===== src/rtl/cmov_writeback.sv =====
// Commit stage for MOVE/CMOV: 2-entry write queue draining into the register-file write port.
// Optional build macro CMOV_STATS_EN adds the stat_moves / stat_suppressed counters.
module cmov_writeback (
    input  logic        clk,
    input  logic        rst,
    input  logic        req_valid,
    output logic        req_ready,
    input  logic [5:0]  req_opcode,
    input  logic        req_cmov,
    input  logic [4:0]  req_rd,
    input  logic [31:0] req_data,
    input  logic        flush,
    input  logic        rf_stall,
    output logic        rf_we,
    output logic [4:0]  rf_waddr,
    output logic [31:0] rf_wdata,
    input  logic [4:0]  hz_raddr,
    output logic        hz_hit,
    output logic [31:0] hz_data,
    output logic        illegal_op
`ifdef CMOV_STATS_EN
    ,
    output logic [15:0] stat_moves,
    output logic [15:0] stat_suppressed
`endif
);

    localparam logic [5:0] OP_MOVE = 6'b110000;
    localparam logic [5:0] OP_CMOV = 6'b110001;

    typedef enum logic [1:0] {
        EMPTY = 2'd0,
        ONE   = 2'd1,
        FULL  = 2'd2
    } state_t;

    state_t      state;
    state_t      state_next;
    logic        head;
    logic        tail;
    logic        young;
    logic [4:0]  rd_q   [2];
    logic [31:0] data_q [2];

    logic accept;
    logic op_legal;
    logic enq;
    logic deq;

    // Handshake, enqueue qualification and drain port
    always_comb begin
        req_ready = (state != FULL) && !flush;
        accept    = req_valid && req_ready;
        op_legal  = (req_opcode == OP_MOVE) || (req_opcode == OP_CMOV);
        enq       = accept && op_legal && req_cmov && (req_rd != 5'd0);
        rf_we     = (state != EMPTY) && !rf_stall;
        deq       = rf_we;
        rf_waddr  = rd_q[head];
        rf_wdata  = data_q[head];
        young     = ~head;
    end

    // Occupancy next-state; flush overrides any enqueue/dequeue
    always_comb begin
        state_next = state;
        if (flush) begin
            state_next = EMPTY;
        end else begin
            case (state)
                EMPTY: begin
                    if (enq) state_next = ONE;
                    else     state_next = EMPTY;
                end
                ONE: begin
                    if (enq && !deq)      state_next = FULL;
                    else if (!enq && deq) state_next = EMPTY;
                    else                  state_next = ONE;
                end
                FULL: begin
                    if (deq) state_next = ONE;
                    else     state_next = FULL;
                end
                default: state_next = EMPTY;
            endcase
        end
    end

    // Queue storage, pointers, state register and illegal-opcode pulse
    always_ff @(posedge clk or posedge rst) begin
        if (rst) begin
            state      <= EMPTY;
            head       <= 1'b0;
            tail       <= 1'b0;
            illegal_op <= 1'b0;
            for (int i = 0; i < 2; i++) begin
                rd_q[i]   <= 5'd0;
                data_q[i] <= 32'd0;
            end
        end else begin
            state      <= state_next;
            illegal_op <= accept && !op_legal;
            if (flush) begin
                head <= 1'b0;
                tail <= 1'b0;
            end else begin
                if (deq) head <= ~head;
                if (enq) begin
                    rd_q[tail]   <= req_rd;
                    data_q[tail] <= req_data;
                    tail         <= ~tail;
                end
            end
        end
    end

    // Hazard lookup: the non-head entry is the younger one when both are valid
    always_comb begin
        hz_hit  = 1'b0;
        hz_data = 32'd0;
        if (hz_raddr != 5'd0) begin
            if ((state == FULL) && (rd_q[young] == hz_raddr)) begin
                hz_hit  = 1'b1;
                hz_data = data_q[young];
            end else if ((state != EMPTY) && (rd_q[head] == hz_raddr)) begin
                hz_hit  = 1'b1;
                hz_data = data_q[head];
            end else begin
                hz_hit  = 1'b0;
                hz_data = 32'd0;
            end
        end else begin
            hz_hit  = 1'b0;
            hz_data = 32'd0;
        end
    end

`ifdef CMOV_STATS_EN
    // Saturating commit / suppression counters, cleared only by reset
    always_ff @(posedge clk or posedge rst) begin
        if (rst) begin
            stat_moves      <= 16'd0;
            stat_suppressed <= 16'd0;
        end else begin
            if (rf_we && (stat_moves != 16'hFFFF))
                stat_moves <= stat_moves + 16'd1;
            if (accept && op_legal && !req_cmov && (stat_suppressed != 16'hFFFF))
                stat_suppressed <= stat_suppressed + 16'd1;
        end
    end
`endif

endmodule


===== config.mk =====
export PLATFORM = sky130hd
export DESIGN_NAME = cmov_writeback
export DESIGN_NICKNAME = d
export VERILOG_FILES = /design/src/rtl/cmov_writeback.sv
export SDC_FILE = /design/constraint.sdc
export NUM_CORES = 1
export LEC_CHECK = 0
export ABC_AREA = 1
export CAP_MARGIN = 10
export CORE_UTILIZATION = 51
export CTS_BUF_LIST = sky130_fd_sc_hd__clkbuf_16
export DETAILED_ROUTE_END_ITERATION = 7
export PLACE_DENSITY = 0.88
export SLEW_MARGIN = 0
export SYNTH_ARGS = -nofsm -noshare
export SYNTH_HDL_FRONTEND = slang
export SYNTH_SLANG_ARGS = --single-unit

===== constraint.sdc =====
create_clock -name clk -period 4.39 [get_ports clk]
set_input_delay 0.439 -clock clk [delete_from_list [all_inputs] [get_ports clk]]
set_output_delay 0.439 -clock clk [all_outputs]
set_load 0.02 [all_outputs]

---- Yosys cells after proc, flatten, opt, wreduce, memory -nomap -nowiden ----
Cells that the tools add are included.
Widths: inputs -> output; s select.
storage, ports and cells
  register bits after elaboration ......... 79
  latch bits .............................. 0
  memory bits (writable) .................. 0
  ROM bits ................................ 0
  output and inout bits ................... 73
  word-level logic and storage cells ...... 84
  memories ................................ 0
operators by class
  add/subtract/negate cells ............... 0
  multiply operators ...................... 0
  divide/modulo/power cells ............... 0
  $lt $le $gt $ge ......................... 4
  equality and inequality tests ........... 7
  shifts and indexed selects .............. 0
  mux-type cells .......................... 34
  bitwise operators ....................... 6
  reduce and logical (&&, ||, !) cells .... 25
operators with widths
  cell                number
  $mux 32             10
  $bwmux 64           1
  $mux 5              7
  $demux 32 s1        1
  $eq 6x6->1 const B  2
  $logic_and 1x1->1   12
  $bwmux 10           1
  $eq 5x5->1          2
  $reduce_bool 5->1   2
  $mux 1              9
  $ge 2x2->1 const B  3
  $mux 2              3
  $not 1->2           3
  $pmux 2 s3          1
  $reduce_bool 2->1   3
  $demux 5 s1         1
  $logic_not 1->1     5
  $not 1->1           3
  $eq 2x1->1 const B  1
  $eq 2x2->1 const B  1
  $logic_not 2->1     1
  $lt 2x1->1 const B  1
  $ne 2x2->1 const B  1
  $reduce_and 2->1    1
  $logic_or 1x1->1    1

---- Logic depth before layout (Yosys ltp) ----
  depth in word-level cells ............... 12
  gate-level depth with buffers ........... 12
  depth with buffers taken out ............ 12

---- Least setup slack after synthesis ----
Ideal clock, no wire load.
  path kind ............................... register -> output
  from .................................... register head
  to ...................................... output port hz_data[27]
  data arrival time ....................... 1.877 ns
  data required time ...................... 3.951 ns
  slack ................................... 2.074 ns
  cell stages (with the launch flop) ...... 9
  buffers on the path ..................... 3
  path through ............................ dfrtp_1 -> buf_6 -> buf_6 -> buf_2 -> o21ai_0 -> inv_1 -> nand2_1 -> nand2_1 -> nor2_1
RTL lines
  what                      line  text
  start: declaration        39    logic head;
  start signal: assignment  106   if (deq) head <= ~head;
  $not 1->2                 --
  $mux 32 (3 in a row)      --
  via rf_wdata[27]          16    output logic [31:0] rf_wdata,
  $mux 32                   124   end else if ((state != EMPTY) && (rd_q[head] == hz_raddr)) begin
  $mux 32                   121   if ((state == FULL) && (rd_q[young] == hz_raddr)) begin
  $mux 32                   120   if (hz_raddr != 5'd0) begin
  end: declaration          19    output logic [31:0] hz_data,
The timed path passes the listed nets, and every way through them passes these cells. The select of a mux whose other input is x is not followed.

---- Worst setup path in the final report ----
  from .................................... register head
  to ...................................... output port hz_data[14]
on the way
  word-level cells in the longest chain between the ends .. 9
ends and longest elaborated chain
  what                                                                 line
  $not 1->2 (implied by the code) / $not 1->1 (equally long branches)  124, 126, 60
  $mux 5 (implied by the code) / $not 1->2 (equally long branches)     124, 121, 123
  $mux 5 (on tied branches) (2 in a row)                               124, 121
  $eq 5x5->1 / $mux 5 (equally long branches)                          124, 121
  $logic_and 1x1->1 / $eq 5x5->1 (equally long branches)               124, 121
  $mux 32 / $logic_and 1x1->1 (equally long branches)                  124, 121
  $mux 32 (*)                                                          121
  $mux 32 (*)                                                          120
Every way passes the cells marked *; elsewhere a longest branch is shown, timed or not. The select of a mux whose other input is x is not followed.

==> results.md <==
- Number of global-route vias before repair: 5065
- Outcome: finished, final reports clean
- CP Class: flip-flop to output port
- First-pass GRT wire length: 22200 um
- Clock Latency Late Sink: 0.33 ns
- Dpl cells: 973
- Gpl congestion: 0.850
- Lkg Pwr: 2.86 nW
- Synth cell types: 24
- Min cycle time layout: between 4 and 5 ns
- GR Overflow Total: 0
- Met2 routed WL: 6430 um
- Synth area leader: dfrtp_1
- Fmax: ~240 MHz
- CTS tree: done
- Top post-synthesis cells by area: dfrtp_1 (40%), nand2_1 (19%), o21ai_0 (12%)
- Max_slew headroom: 0.498
- DRT antenna net count: 0
- Num Clock Sinks: 79
- Starting Density: 0.533
- CTS max path bufs: 2
- Pre-antenna DRT Iters: 5
- Crit path capture type: output port
- Final setup TNS: 0 ns
- WL met1: 5450 um
- Util after Layout: 0.696
- Diodes inserted: 0
- Initial antenna violation count: 0
- Cells after Synth: 758
- Mean Syn Cell Area: 6.56 um^2
- Cts hold-fix bufs: 0
- Final setup vio count: 0
- Flops & latches, synth: 79
- Max_cap viols: 0
- Yosys synthesis warning count: 0
- Nets: 910
- Hold Path Class: input port to asynchronous set/reset pin
- Vert. Die Dim: 101 um
- Vias post-DR: between 5000 and 6000
- DRC errors left: 0
- H-tree levels: 3
- TritonCTS buffer count: 9
- Final setup skew: approximately 0.011 ns
- Data arrival, critical path: 3.65 ns
- WL per Instance: 13.2 um
- PostCTS Resize Cnt: 0
- Post-route insts no fill: slightly below 1000
- HPWL after DPL: 8800 um
- Top Ports: 127
- Yosys top cell area share: 0.398
- Sequential-to-total area share from yosys stat: 0.398
- Total Routing Usage GR: 0.276
- Worst Path Required: 3.95 ns
- Crit-path max FO: 49
- Tcrit/Tclk final: 0.932
- Post-Syn Area: 4970 um^2
- WL final: 13100 um
- Area grow syn2layout: 30.5%
- Site Rows: 35
- Top layer in use: met4
- Syn_nets: approximately 800
- Final hold slack: 0.470 ns
- CTS root buffer: clkbuf_16
- Worst Reg-to-Reg Cells: 9
- Post-CTS Setup Repair Bufs: 0
- CP startpoint kind: flip-flop
- Unrepaired setup endpoints after global routing: no
- Slew Limit Fails: 0
- Vias/cell: 5.21
- Die Width: 101 um
- Largest net degree at the start of global routing: 50
- Met3 wire len: 942 um
- Core area: 9330 um^2
- Actual slew at the worst max-slew pin: 0.753 ns
- DIE AREA: 10100 um^2
- Commonest non-fill, non-tap cell in the layout: nand2_1
- Ratio of cells with drive above 1 in the final layout: 0.0407
- Peak supply drop: between 0.2 and 0.25 mV
- DRT iter0 DRCs: around 330
- Most frequent cells in the layout: nand2_1 (258), clkdlybuf4s50_1 (125), inv_1 (123), o21ai_0 (119), dfrtp_1 (78)
- Endpoints failing hold: 0
- Power per standard cell area: 261 nW/um^2
- Clock transition at path regs: around 0.060 ns
- Port bufs: 125
-- critical path, cell delays in order (launching register included) --
cell	delay [ns]
dfrtp_4	0.72
inv_2	0.21
nand2_1	0.13
nand2_1	0.07
nand2_1	0.06
nand2_1	0.08
nor2_4	0.13
nand3_4	0.38
nand2_1	0.23
nand2_2	0.40
nor2_1	0.26
clkdlybuf4s50_1	0.65
-- kinds of logic (layout without fill, tap and decap cells) --
group | after synthesis | count (layout) | synth area share
AND/OR/NAND/NOR | 365 | 365 | 0.306
buffers and inverters | 170 | 272 | 0.145
AO/OA/AOI/OAI | 142 | 142 | 0.146
flip-flops | 79 | 79 | 0.398
adder cells (fa/ha/maj) | 1 | 1 | 0.00252
multiplexers | 1 | 1 | 0.00201
-- cells in the mapped netlist, drive strengths merged --
| cell | instances |
|---|---|
| dfrtp | 79 |
| nor2 | 49 |
| inv | 123 |
| mux2i | 1 |
| nand4 | 32 |
| o21ai | 137 |
| nand2 | 259 |
| ha | 1 |
| nand3 | 20 |
| nor3 | 4 |
| a21oi | 3 |
| a31oi | 2 |
| buf | 36 |
| clkbuf | 11 |
| or2 | 1 |
-- stage by stage --
stage                     instance area [um^2]  total power (W)  setup slack [ns]
after floorplan                           4970         0.000877              1.93
after global placement                    6200         0.000978             0.730
after detailed placement                  6200         0.000985             0.669
after CTS                                 6490          0.00170             0.288
after global routing                      6490          0.00176            0.0255
final                                     6490          0.00169             0.298
-- layout make-up --
type / count / area [um^2]
clock inverters: 7 / 63.8
flip-flops and latches: 79 / 1980
well taps: 129 / 161
inverters: 123 / 463
repair buffers: 133 / 1310
fillers: 809 / 2840
clock buffers: 9 / 225
multi-input cells: 509 / 2280
-- sequential cells by signal, indices dropped and copies added (netlist names) --
register    flops
tail            1
illegal_op      1
rd_q           10
state           2
data_q         64
head            1
-- power by group --
group	switching [W]	internal (W)	leakage, nW
sequential	0.00000993	0.000745	1.09
combinational	0.000118	0.0000988	1.62
clock	0.000286	0.000436	0.148
-- routing by layer --
metal | global-route usage | up-vias
li1 | - | 2556
met2 | 0.484 | 190
met1 | 0.338 | 2382
met5 | 0 | -
met4 | 0.104 | 0
met3 | 0.0499 | 27
-- final timing paths --
path | slack, ns | startpoint | endpoint
max | 0.30 | head | hz_data[14]
min | 0.47 | rst | illegal_op
max reg2reg | 1.89 | state[1] | data_q[52]
min reg2reg | 0.48 | data_q[45] | data_q[45]
max in group asynchronous | 2.85 | rst | head
min in group clk | 0.48 | data_q[45] | data_q[45]
Note: power is estimated with default switching activity, not from simulation.
